==> config.mk <==
export PLATFORM = sky130hd
export DESIGN_NAME = tpu_mmio_host
export DESIGN_NICKNAME = d
export VERILOG_FILES = /design/src/rtl/tpu_mmio_host.sv
export SDC_FILE = /design/constraint.sdc
export NUM_CORES = 1
export LEC_CHECK = 0
export CAP_MARGIN = 20
export CORE_AREA = 5 5 336 338
export DETAILED_ROUTE_END_ITERATION = 6
export DIE_AREA = 0 0 341 343
export SETUP_SLACK_MARGIN = 0.5
export SYNTH_ARGS = -nofsm -noshare
export SYNTH_HDL_FRONTEND = slang
export SYNTH_SLANG_ARGS = --single-unit
==> constraint.sdc <==
create_clock -name clk -period 9.7 [get_ports clk]
set_clock_uncertainty 0.15 [all_clocks]
set_input_delay 2.91 -clock clk [delete_from_list [all_inputs] [get_ports clk]]
set_output_delay 2.91 -clock clk [all_outputs]
set_load 0.02 [all_outputs]
==> src/rtl/tpu_mmio_host.sv <==
// MMIO initiator that runs one matrix job on the TPU register map: load A/B, start, poll, read C, clear.
// Optional ID register check before the job is enabled by defining TPU_HOST_ID_CHECK_EN.

// state  | meaning
// IDLE   | waiting for job_start
// CHK_ID | reading ID register (TPU_HOST_ID_CHECK_EN only)
// WR_A   | writing A elements 0..E-1
// WR_B   | writing B elements 0..E-1
// START  | writing CTRL = 1
// POLL   | reading STATUS until done or poll budget exhausted
// SETTLE | idle gap before the first C read
// RD_C   | reading C elements 0..E-1 into c_res_flat
// CLEAR  | writing CTRL = 2, then job_done
module tpu_mmio_host #(
    parameter int          N             = 4,
    parameter int          DATA_W        = 8,
    parameter int          SUM_W         = 32,
    parameter logic [15:0] TPU_BASE      = 16'h0000,
    parameter int          POLL_TIMEOUT  = 1024,
    parameter int          SETTLE_CYCLES = 2,
    parameter logic [31:0] EXPECT_ID     = 32'h5450_0001
) (
    input  logic                   clk,
    input  logic                   rst_n,
    input  logic                   job_start,
    input  logic [DATA_W*N*N-1:0]  a_src_flat,
    input  logic [DATA_W*N*N-1:0]  b_src_flat,
    output logic [SUM_W*N*N-1:0]   c_res_flat,
    output logic                   busy,
    output logic                   job_done,
    output logic                   err_timeout,
    output logic                   err_id,
    output logic                   mmio_wr,
    output logic                   mmio_rd,
    output logic [15:0]            mmio_addr,
    output logic [31:0]            mmio_wdata,
    output logic [3:0]             mmio_wstrb,
    input  logic [31:0]            mmio_rdata,
    input  logic                   mmio_ready
);
    localparam int E     = N * N;
    localparam int IDX_W = (E > 1) ? $clog2(E) : 1;
    localparam int PW    = (POLL_TIMEOUT > 1) ? $clog2(POLL_TIMEOUT) : 1;
    localparam int SW    = (SETTLE_CYCLES > 1) ? $clog2(SETTLE_CYCLES) : 1;

    localparam logic [15:0] ID_ADDR   = TPU_BASE;
    localparam logic [15:0] CTRL_ADDR = TPU_BASE + 16'h0008;
    localparam logic [15:0] STAT_ADDR = TPU_BASE + 16'h000C;
    localparam logic [15:0] A_BASE    = TPU_BASE + 16'h0100;
    localparam logic [15:0] B_BASE    = TPU_BASE + 16'h0200;
    localparam logic [15:0] C_BASE    = TPU_BASE + 16'h0300;

    localparam logic [IDX_W-1:0] IDX_LAST    = IDX_W'(E - 1);
    localparam logic [PW-1:0]    POLL_LOAD   = PW'(POLL_TIMEOUT - 1);
    localparam logic [SW-1:0]    SETTLE_LOAD = SW'((SETTLE_CYCLES > 0) ? SETTLE_CYCLES - 1 : 0);

    typedef enum logic [3:0] {
        IDLE,
`ifdef TPU_HOST_ID_CHECK_EN
        CHK_ID,
`endif
        WR_A,
        WR_B,
        START,
        POLL,
        SETTLE,
        RD_C,
        CLEAR
    } state_t;

    state_t                 state_q, state_d;
    logic [IDX_W-1:0]       idx_q, idx_d, idx_inc;
    logic [PW-1:0]          poll_q, poll_d;
    logic [SW-1:0]          settle_q, settle_d;
    logic                   wr_d, rd_d, busy_d, done_d, err_to_d;
    logic [15:0]            addr_d;
    logic [31:0]            wdata_d;
    logic [3:0]             wstrb_d;
    logic [SUM_W*E-1:0]     c_res_d;
    logic [31:0]            a_first, a_next, b_first, b_next;
    logic                   xfer;

    assign idx_inc = idx_q + 1'b1;
    assign a_first = 32'(a_src_flat[0 +: DATA_W]);
    assign b_first = 32'(b_src_flat[0 +: DATA_W]);
    assign a_next  = 32'(a_src_flat[int'(idx_inc)*DATA_W +: DATA_W]);
    assign b_next  = 32'(b_src_flat[int'(idx_inc)*DATA_W +: DATA_W]);
    assign xfer    = (mmio_wr | mmio_rd) & mmio_ready;

`ifdef TPU_HOST_ID_CHECK_EN
    logic err_id_q, err_id_d;
    assign err_id = err_id_q;
`else
    assign err_id = 1'b0;
`endif

    always_comb begin
        state_d  = state_q;
        idx_d    = idx_q;
        poll_d   = poll_q;
        settle_d = settle_q;
        wr_d     = mmio_wr;
        rd_d     = mmio_rd;
        addr_d   = mmio_addr;
        wdata_d  = mmio_wdata;
        busy_d   = busy;
        done_d   = 1'b0;
        err_to_d = err_timeout;
        c_res_d  = c_res_flat;
`ifdef TPU_HOST_ID_CHECK_EN
        err_id_d = err_id_q;
`endif
        case (state_q)
            IDLE: begin
                // a start coinciding with the previous job's done pulse is dropped
                if (job_start && !job_done) begin
                    busy_d   = 1'b1;
                    err_to_d = 1'b0;
                    idx_d    = '0;
`ifdef TPU_HOST_ID_CHECK_EN
                    err_id_d = 1'b0;
                    state_d  = CHK_ID;
                    rd_d     = 1'b1;
                    addr_d   = ID_ADDR;
`else
                    state_d  = WR_A;
                    wr_d     = 1'b1;
                    addr_d   = A_BASE;
                    wdata_d  = a_first;
`endif
                end
            end
`ifdef TPU_HOST_ID_CHECK_EN
            CHK_ID: if (xfer) begin
                rd_d = 1'b0;
                if (mmio_rdata != EXPECT_ID) begin
                    err_id_d = 1'b1;
                    busy_d   = 1'b0;
                    done_d   = 1'b1;
                    state_d  = IDLE;
                end else begin
                    state_d = WR_A;
                    wr_d    = 1'b1;
                    addr_d  = A_BASE;
                    wdata_d = a_first;
                end
            end
`endif
            WR_A: if (xfer) begin
                if (idx_q == IDX_LAST) begin
                    idx_d   = '0;
                    state_d = WR_B;
                    addr_d  = B_BASE;
                    wdata_d = b_first;
                end else begin
                    idx_d   = idx_inc;
                    addr_d  = A_BASE + 16'(idx_inc);
                    wdata_d = a_next;
                end
            end
            WR_B: if (xfer) begin
                if (idx_q == IDX_LAST) begin
                    idx_d   = '0;
                    state_d = START;
                    addr_d  = CTRL_ADDR;
                    wdata_d = 32'h1;
                end else begin
                    idx_d   = idx_inc;
                    addr_d  = B_BASE + 16'(idx_inc);
                    wdata_d = b_next;
                end
            end
            START: if (xfer) begin
                wr_d    = 1'b0;
                rd_d    = 1'b1;
                addr_d  = STAT_ADDR;
                poll_d  = POLL_LOAD;
                state_d = POLL;
            end
            POLL: if (xfer) begin
                if (mmio_rdata[1]) begin
                    idx_d    = '0;
                    settle_d = SETTLE_LOAD;
                    if (SETTLE_CYCLES == 0) begin
                        state_d = RD_C;
                        addr_d  = C_BASE;
                    end else begin
                        rd_d    = 1'b0;
                        state_d = SETTLE;
                    end
                end else if (poll_q == '0) begin
                    err_to_d = 1'b1;
                    rd_d     = 1'b0;
                    wr_d     = 1'b1;
                    addr_d   = CTRL_ADDR;
                    wdata_d  = 32'h2;
                    state_d  = CLEAR;
                end else begin
                    poll_d = poll_q - 1'b1;
                end
            end
            SETTLE: begin
                if (settle_q == '0) begin
                    state_d = RD_C;
                    rd_d    = 1'b1;
                    addr_d  = C_BASE;
                end else begin
                    settle_d = settle_q - 1'b1;
                end
            end
            RD_C: if (xfer) begin
                c_res_d[int'(idx_q)*SUM_W +: SUM_W] = SUM_W'(mmio_rdata);
                if (idx_q == IDX_LAST) begin
                    idx_d   = '0;
                    rd_d    = 1'b0;
                    wr_d    = 1'b1;
                    addr_d  = CTRL_ADDR;
                    wdata_d = 32'h2;
                    state_d = CLEAR;
                end else begin
                    idx_d  = idx_inc;
                    addr_d = C_BASE + 16'({idx_inc, 2'b00});
                end
            end
            CLEAR: if (xfer) begin
                wr_d    = 1'b0;
                busy_d  = 1'b0;
                done_d  = 1'b1;
                state_d = IDLE;
            end
            default: state_d = IDLE;
        endcase
        wstrb_d = wr_d ? 4'hF : 4'h0;
    end

    always_ff @(posedge clk or negedge rst_n) begin
        if (!rst_n) begin
            state_q     <= IDLE;
            idx_q       <= '0;
            poll_q      <= '0;
            settle_q    <= '0;
            mmio_wr     <= 1'b0;
            mmio_rd     <= 1'b0;
            mmio_addr   <= '0;
            mmio_wdata  <= '0;
            mmio_wstrb  <= '0;
            busy        <= 1'b0;
            job_done    <= 1'b0;
            err_timeout <= 1'b0;
            c_res_flat  <= '0;
`ifdef TPU_HOST_ID_CHECK_EN
            err_id_q    <= 1'b0;
`endif
        end else begin
            state_q     <= state_d;
            idx_q       <= idx_d;
            poll_q      <= poll_d;
            settle_q    <= settle_d;
            mmio_wr     <= wr_d;
            mmio_rd     <= rd_d;
            mmio_addr   <= addr_d;
            mmio_wdata  <= wdata_d;
            mmio_wstrb  <= wstrb_d;
            busy        <= busy_d;
            job_done    <= done_d;
            err_timeout <= err_to_d;
            c_res_flat  <= c_res_d;
`ifdef TPU_HOST_ID_CHECK_EN
            err_id_q    <= err_id_d;
`endif
        end
    end

endmodule

==> results of run 1 <==
## synth_stat cells (15+ instances only)
cell,number
mux2_2,109
nand2_1,883
mux2i_1,28
a21oi_1,26
mux4_2,54
nand3_1,57
clkbuf_1,178
o21ai_0,379
buf_4,38
o31ai_1,23
dfrtp_1,551
buf_1,15
nor2_1,33
nor3_1,18
## area by class of cell
cell class / count / share of cell area
antenna: 7 / 0.000476
clock buffer: 94 / 0.0519
sequential: 551 / 0.375
inverter: 11 / 0.00112
multi-input combinational: 1780 / 0.273
tap: 1426 / 0.0485
timing repair buffer: 884 / 0.239
clock inverter: 29 / 0.0110
## placed cells by master (no fill, tap or decap), types with 33 or more instances in the layout
cell type        Yosys  routed
o21ai_0            379     379
nand3_1             57      57
nand2_1            883     873
mux2_2             109     109
conb_1               1      33
dfrtp_1            551     550
mux4_2              54      54
clkdlybuf4s50_1      0     825
buf_4               38      48
clkbuf_16            0      70
## stage by stage
step	instance area, sq um	util	setup WS, ps	std cells
finish	36800	0.335	4020	4782
global route	36800	0.335	3760	4776
CTS	36700	0.335	4100	4772
detailed placement	34400	0.314	3380	4649
global placement	34400	0.313	3250	4647
floorplan	24800	-	5120	2587
## power by group
group	internal, uW	switching (uW)	total (uW)
Clock	1570	1100	2670
Combinational	811	1220	2030
Sequential	2420	137	2550
## registers in the layout, summed over array words and instances (netlist names)
register	count
c_res_flat	512
poll_q	10
mmio_addr	8
mmio_wdata	8
idx_q	4
state_q	3
busy	1
err_timeout	1
job_done	1
mmio_rd	1
mmio_wstrb	1
settle_q	1
## per-layer routing
layer / global-route usage / vias up / share of wire
met4: 0.0697 / 2 / 0.035
met3: 0.0518 / 187 / 0.084
met1: 0.240 / 10600 / 0.41
met2: 0.317 / 915 / 0.47
li1: - / 10000 / -
met5: 0 / - / 0.00011
## kinds of logic (layout without fill, tap and decap cells)
logic type / after synthesis / after routing / synth area share
simple gates: 1054 / 1054 / 0.172
buf+inv: 256 / 1018 / 0.0454
flops: 551 / 551 / 0.559
xor+xnor: 14 / 14 / 0.00497
fa+ha+maj: 5 / 5 / 0.00253
mux: 191 / 191 / 0.110
other cells: 1 / 40 / 0.000152
compound gates: 483 / 483 / 0.106
## tightest hold or removal path: stages (launching register included)
cell and delay [ps]:
dfrtp_1 340, nand2_1 50, nand2_1 50
## how the worst max path moves through the flow
stage	end	slack, ps	cells past startpoint	startpoint
floorplan	c_res_flat[258]$_DFFE_PN0P_	5120	8	mmio_ready
global placement	c_res_flat[340]$_DFFE_PN0P_	3250	6	mmio_ready
detailed placement	c_res_flat[329]$_DFFE_PN0P_	3380	7	mmio_ready
CTS	c_res_flat[355]$_DFFE_PN0P_	4100	8	mmio_ready
global route	c_res_flat[354]$_DFFE_PN0P_	3760	8	mmio_ready
finish	c_res_flat[355]$_DFFE_PN0P_	4020	8	mmio_ready
==> impl_metrics.ini, run 1 <==
[floorplanning]
io-pin-count = 862
row_count = 122
start_util = 0.225
die_w_microns = 341
dieHeight_microns = 343
core_sq_um = 110000
die_area_sq_um = 117000

[synth]
synth_top_cell_by_area = dfrtp_1
netlist_instances = 2555
async_flop_share = 1.00
syn_area_sq_um = 24700
synth.area.top_cells = dfrtp_1, nand2_1, o21ai_0
yosysWarnings = 0
synth_seq_cells = 551
ys_seq_area_frac = 0.559
synth_top_area_share = 0.559
ys.flop_type = dfrtp_1
avgSynthCellArea_sq_um = 9.66
synth_edf_count = 0
yosys.cell_types.count = 57

[job]
max-cap-violations = 0

[grt]
grt_pass1_wl_microns = 162000
first_global_vias = 21900
grtUsageTotal = 0.191
grt_max_degree = 147
overflow = 0
antenna_found_initial = 12

[cells_and_area]
fillerInstances = 11200
multi_input_area_sq_um = 10100
seq_area_sq_um = 13800
drive_gt1_frac = 0.111
nets = 3593
area_growth_pct = 49.1

[power]
cellPowerDensity_nw_per_um2 = 197
ir_drop_mv = 0.126
leakagePower_uw = 0.0150
total_power_uw = 7260

[placed_design]
hpwl_microns = 82500
portBuffers = 828
gp_congestion = 0.830

[clocking]
cts_tree = yes
ctsHoldBuffers = 0
cts-buffers-inserted = 68
cts.sinks = 551
clk_latency_ps = 640
clockBufferDepth = 3
cts-root-buf = clkbuf_16
cts_setup_buffers = 0
cts_resized = 0
cts_max_level = 3
clkTransAtPathRegs_ps = 60

[setup_path]
cp.required_ps = 10040
cp-start-kind = input port
worst-r2r-setup-slack_ps = 5250
r2r-end = c_res_flat[69]$_DFFE_PN0P_
path_cells = clkdlybuf4s50_1 -> o21a_1 -> nand2_1 -> nor3_1 -> nand2_2 -> buf_4 -> nand2_1 -> o21ai_0
rr_worst_depth = 8
critPathMostFrequentCell = nand2_1
r2r_start = idx_q[1]$_DFFE_PN0P_
cp_max_fo = 40
slowest_delay_ps = 680
cpMaxStageDelayCell = o21a_1
worstSetupPathType = in -> reg
cp_data_arrival_time_ps = 6020
cp_top_family = simple AND/OR/NAND/NOR gates
endpoint_kind = register
crit_buf_inv = 2

[worst_hold_path]
hold_class = reg -> reg
holdPathStages = 2
holdPathEnd = c_res_flat[42]$_DFFE_PN0P_
hp-start = c_res_flat[42]$_DFFE_PN0P_

[timing]
drv_slew = 0
max_freq_mhz = 176
rsz0062_at_grt = false
hold_viol = 0
whs_ps = 314
tns_ps = 0
finalCritPeriodShare = 0.585
worstMarginPinSlew_ps = 1120
slew_headroom = 0.251
setup_viol = 0
period_minus_slack_ps = 5680

[drt]
drt_pre_antenna_iters = 5
drc = 0
vias = 21800
drt_iter0_drc = 1612
wl_per_cell_microns = 24.3
final_antenna_net_count = 0
viasPerCell = 4.55
drt-total-wl_microns = 116000

[run_status]
status = completed
(Power assumes the default switching activity.)
==> run 2, diff against run 1 <==
==> constraint.sdc (replaced) <==
create_clock -name clk -period 4.71 [get_ports clk]
set_clock_uncertainty 0.15 [all_clocks]
set_input_delay 1.413 -clock clk [delete_from_list [all_inputs] [get_ports clk]]
set_output_delay 1.413 -clock clk [all_outputs]
set_load 0.02 [all_outputs]
==> run 2 against run 1 <==
  * Count of clock-buffer cells in the layout grew 5
  * Worst setup slack worse by 2900 ps
  * Worst hold slack got worse by 1.3 ps
  * Combinational power is 110% higher
  * Sequential share of layout area is 0.18 points lower
  * Cell area up 0.48%
  * Register-to-register slack lost 4200 ps
  * Largest power group unchanged
==> impl_metrics.ini, run 2 (same netlist as run 1, synthesis figures left out) <==
[floorplanning]
dieHeight_microns = 343
row_count = 122
die_area_sq_um = 117000
core_sq_um = 110000
die_w_microns = 341
start_util = 0.225
io-pin-count = 862

[cells_and_area]
nets = 3619
final_common_cell = nand2_1
largest-register = c_res_flat
final_cell_mix = nand2_1, clkdlybuf4s50_1, dfrtp_1, o21ai_0, mux2_2
drive_gt1_frac = 0.117
layout_top_registers = c_res_flat: 512 flops, poll_q: 10 flops
area_growth_pct = 49.8
largest_register_ffs = 512
final_util = 0.337

[setup_path]
cp_max_fo = 30
cp.required_ps = 5070
worstSetupPathType = reg -> reg
cp_top_family = flip-flops
path_cells = nor3_1 -> ha_1 -> nand2_1 -> buf_4 -> nor2_1 -> nand2_2 -> buf_12 -> mux2_2
crit_buf_inv = 2
endpoint_kind = register
cpMaxStageDelayCell = dfrtp_1
cp-start-kind = register
slowest_delay_ps = 940
cp_data_arrival_time_ps = 4000

[placed_design]
gp_congestion = 0.838
place_ws_ps = 584
portBuffers = 828
hpwl_microns = 85500

[drt]
drc = 0
vias = 21900
final_antenna_net_count = 0
drt_iter0_drc = 1423
wl_per_cell_microns = 24.4
drt_pre_antenna_iters = 5
viasPerCell = 4.57
drt-total-wl_microns = 117000

[clocking]
cts_max_level = 3
cts_resized = 0
cts.sinks = 551
ctsHoldBuffers = 0
cts-root-buf = clkbuf_16
clkTransAtPathRegs_ps = 60
cts_setup_buffers = 0
cts_tree = yes
cts-buffers-inserted = 68
clk_latency_ps = 630
clockBufferDepth = 3

[timing]
worstMarginPinSlew_ps = 1190
finalCritPeriodShare = 0.772
hold_viol = 0
slew_headroom = 0.201
max_freq_mhz = 275
worst_slack_ps = 1070
period_minus_slack_ps = 3640
setup_viol = 0
drv_slew = 0
tns_ps = 0
rsz0062_at_grt = false

[grt]
grt_pass1_wl_microns = 165000
overflow = 0
grt_max_degree = 94
antenna_found_initial = 8
first_global_vias = 22300
grtUsageTotal = 0.193

[job]
max-cap-violations = 0

[power]
cellPowerDensity_nw_per_um2 = 402
ir_drop_mv = 0.250
total_power_uw = 14900
leakagePower_uw = 0.0151

[worst_hold_path]
hold_class = reg -> reg

[run_status]
status = completed
## run 2: changes by cell type in the layout (fill, tap and decap cells not counted), moves of 3 or more
cell,previous run,this run
buf_4,48,66
diode_2,7,4
bufinv_16,6,2
clkbuf_8,9,14
buf_12,5,14
clkinvlp_4,0,4
clkinv_4,6,1
## run 2: path summary, 6_finish.rpt
kind	from	to	slack (ps)	depth (start not counted)
min	c_res_flat[34]$_DFFE_PN0P_	c_res_flat[34]$_DFFE_PN0P_	310	2
max in group asynchronous	rst_n	c_res_flat[59]$_DFFE_PN0P_	2700	2
min in group asynchronous	rst_n	c_res_flat[174]$_DFFE_PN0P_	720	1
max reg2reg	idx_q[2]$_DFFE_PN0P_	c_res_flat[71]$_DFFE_PN0P_	1070	8
max	idx_q[2]$_DFFE_PN0P_	c_res_flat[71]$_DFFE_PN0P_	1070	8
min reg2reg	c_res_flat[34]$_DFFE_PN0P_	c_res_flat[34]$_DFFE_PN0P_	310	2
## run 2: through the flow
stage	instances	hold slack, ps	instance area (sq um)
6_report	4801	312	37000
5_1_grt	4798	335	37000
4_1_cts	4797	317	37000
3_5_place_dp	4678	305	34700
3_3_place_gp	4676	299	34700
2_1_floorplan	2587	323	24800
## run 2: where the power goes
group | switching (uW) | internal, uW
Sequential | 260 | 4980
Clock | 2180 | 3080
Combinational | 2590 | 1760
## run 2: area by class of cell
class                   count  area (sq um)
multi-input cells        1780         10100
diodes                      4          10.0
clock inverters            20           220
inverters                  11          41.3
flip-flops and latches    551         13800
repair buffers            910          9070
clock buffers              99          2000
well taps                1426          1780
fillers                 11100         72800
## run 2: routing by layer
metal | vias to the layer above | GRT usage | part of all wire
met3 | 146 | 0.0481 | 0.074
met5 | - | 0 | 0
met2 | 917 | 0.322 | 0.48
met1 | 10800 | 0.245 | 0.42
li1 | 10100 | - | -
met4 | 0 | 0.0642 | 0.032
## run 2: tightest hold or removal path, cell delays in order (launching register included)
cell and delay [ps]:
dfrtp_1 340, nand2_1 50, nand2_1 50
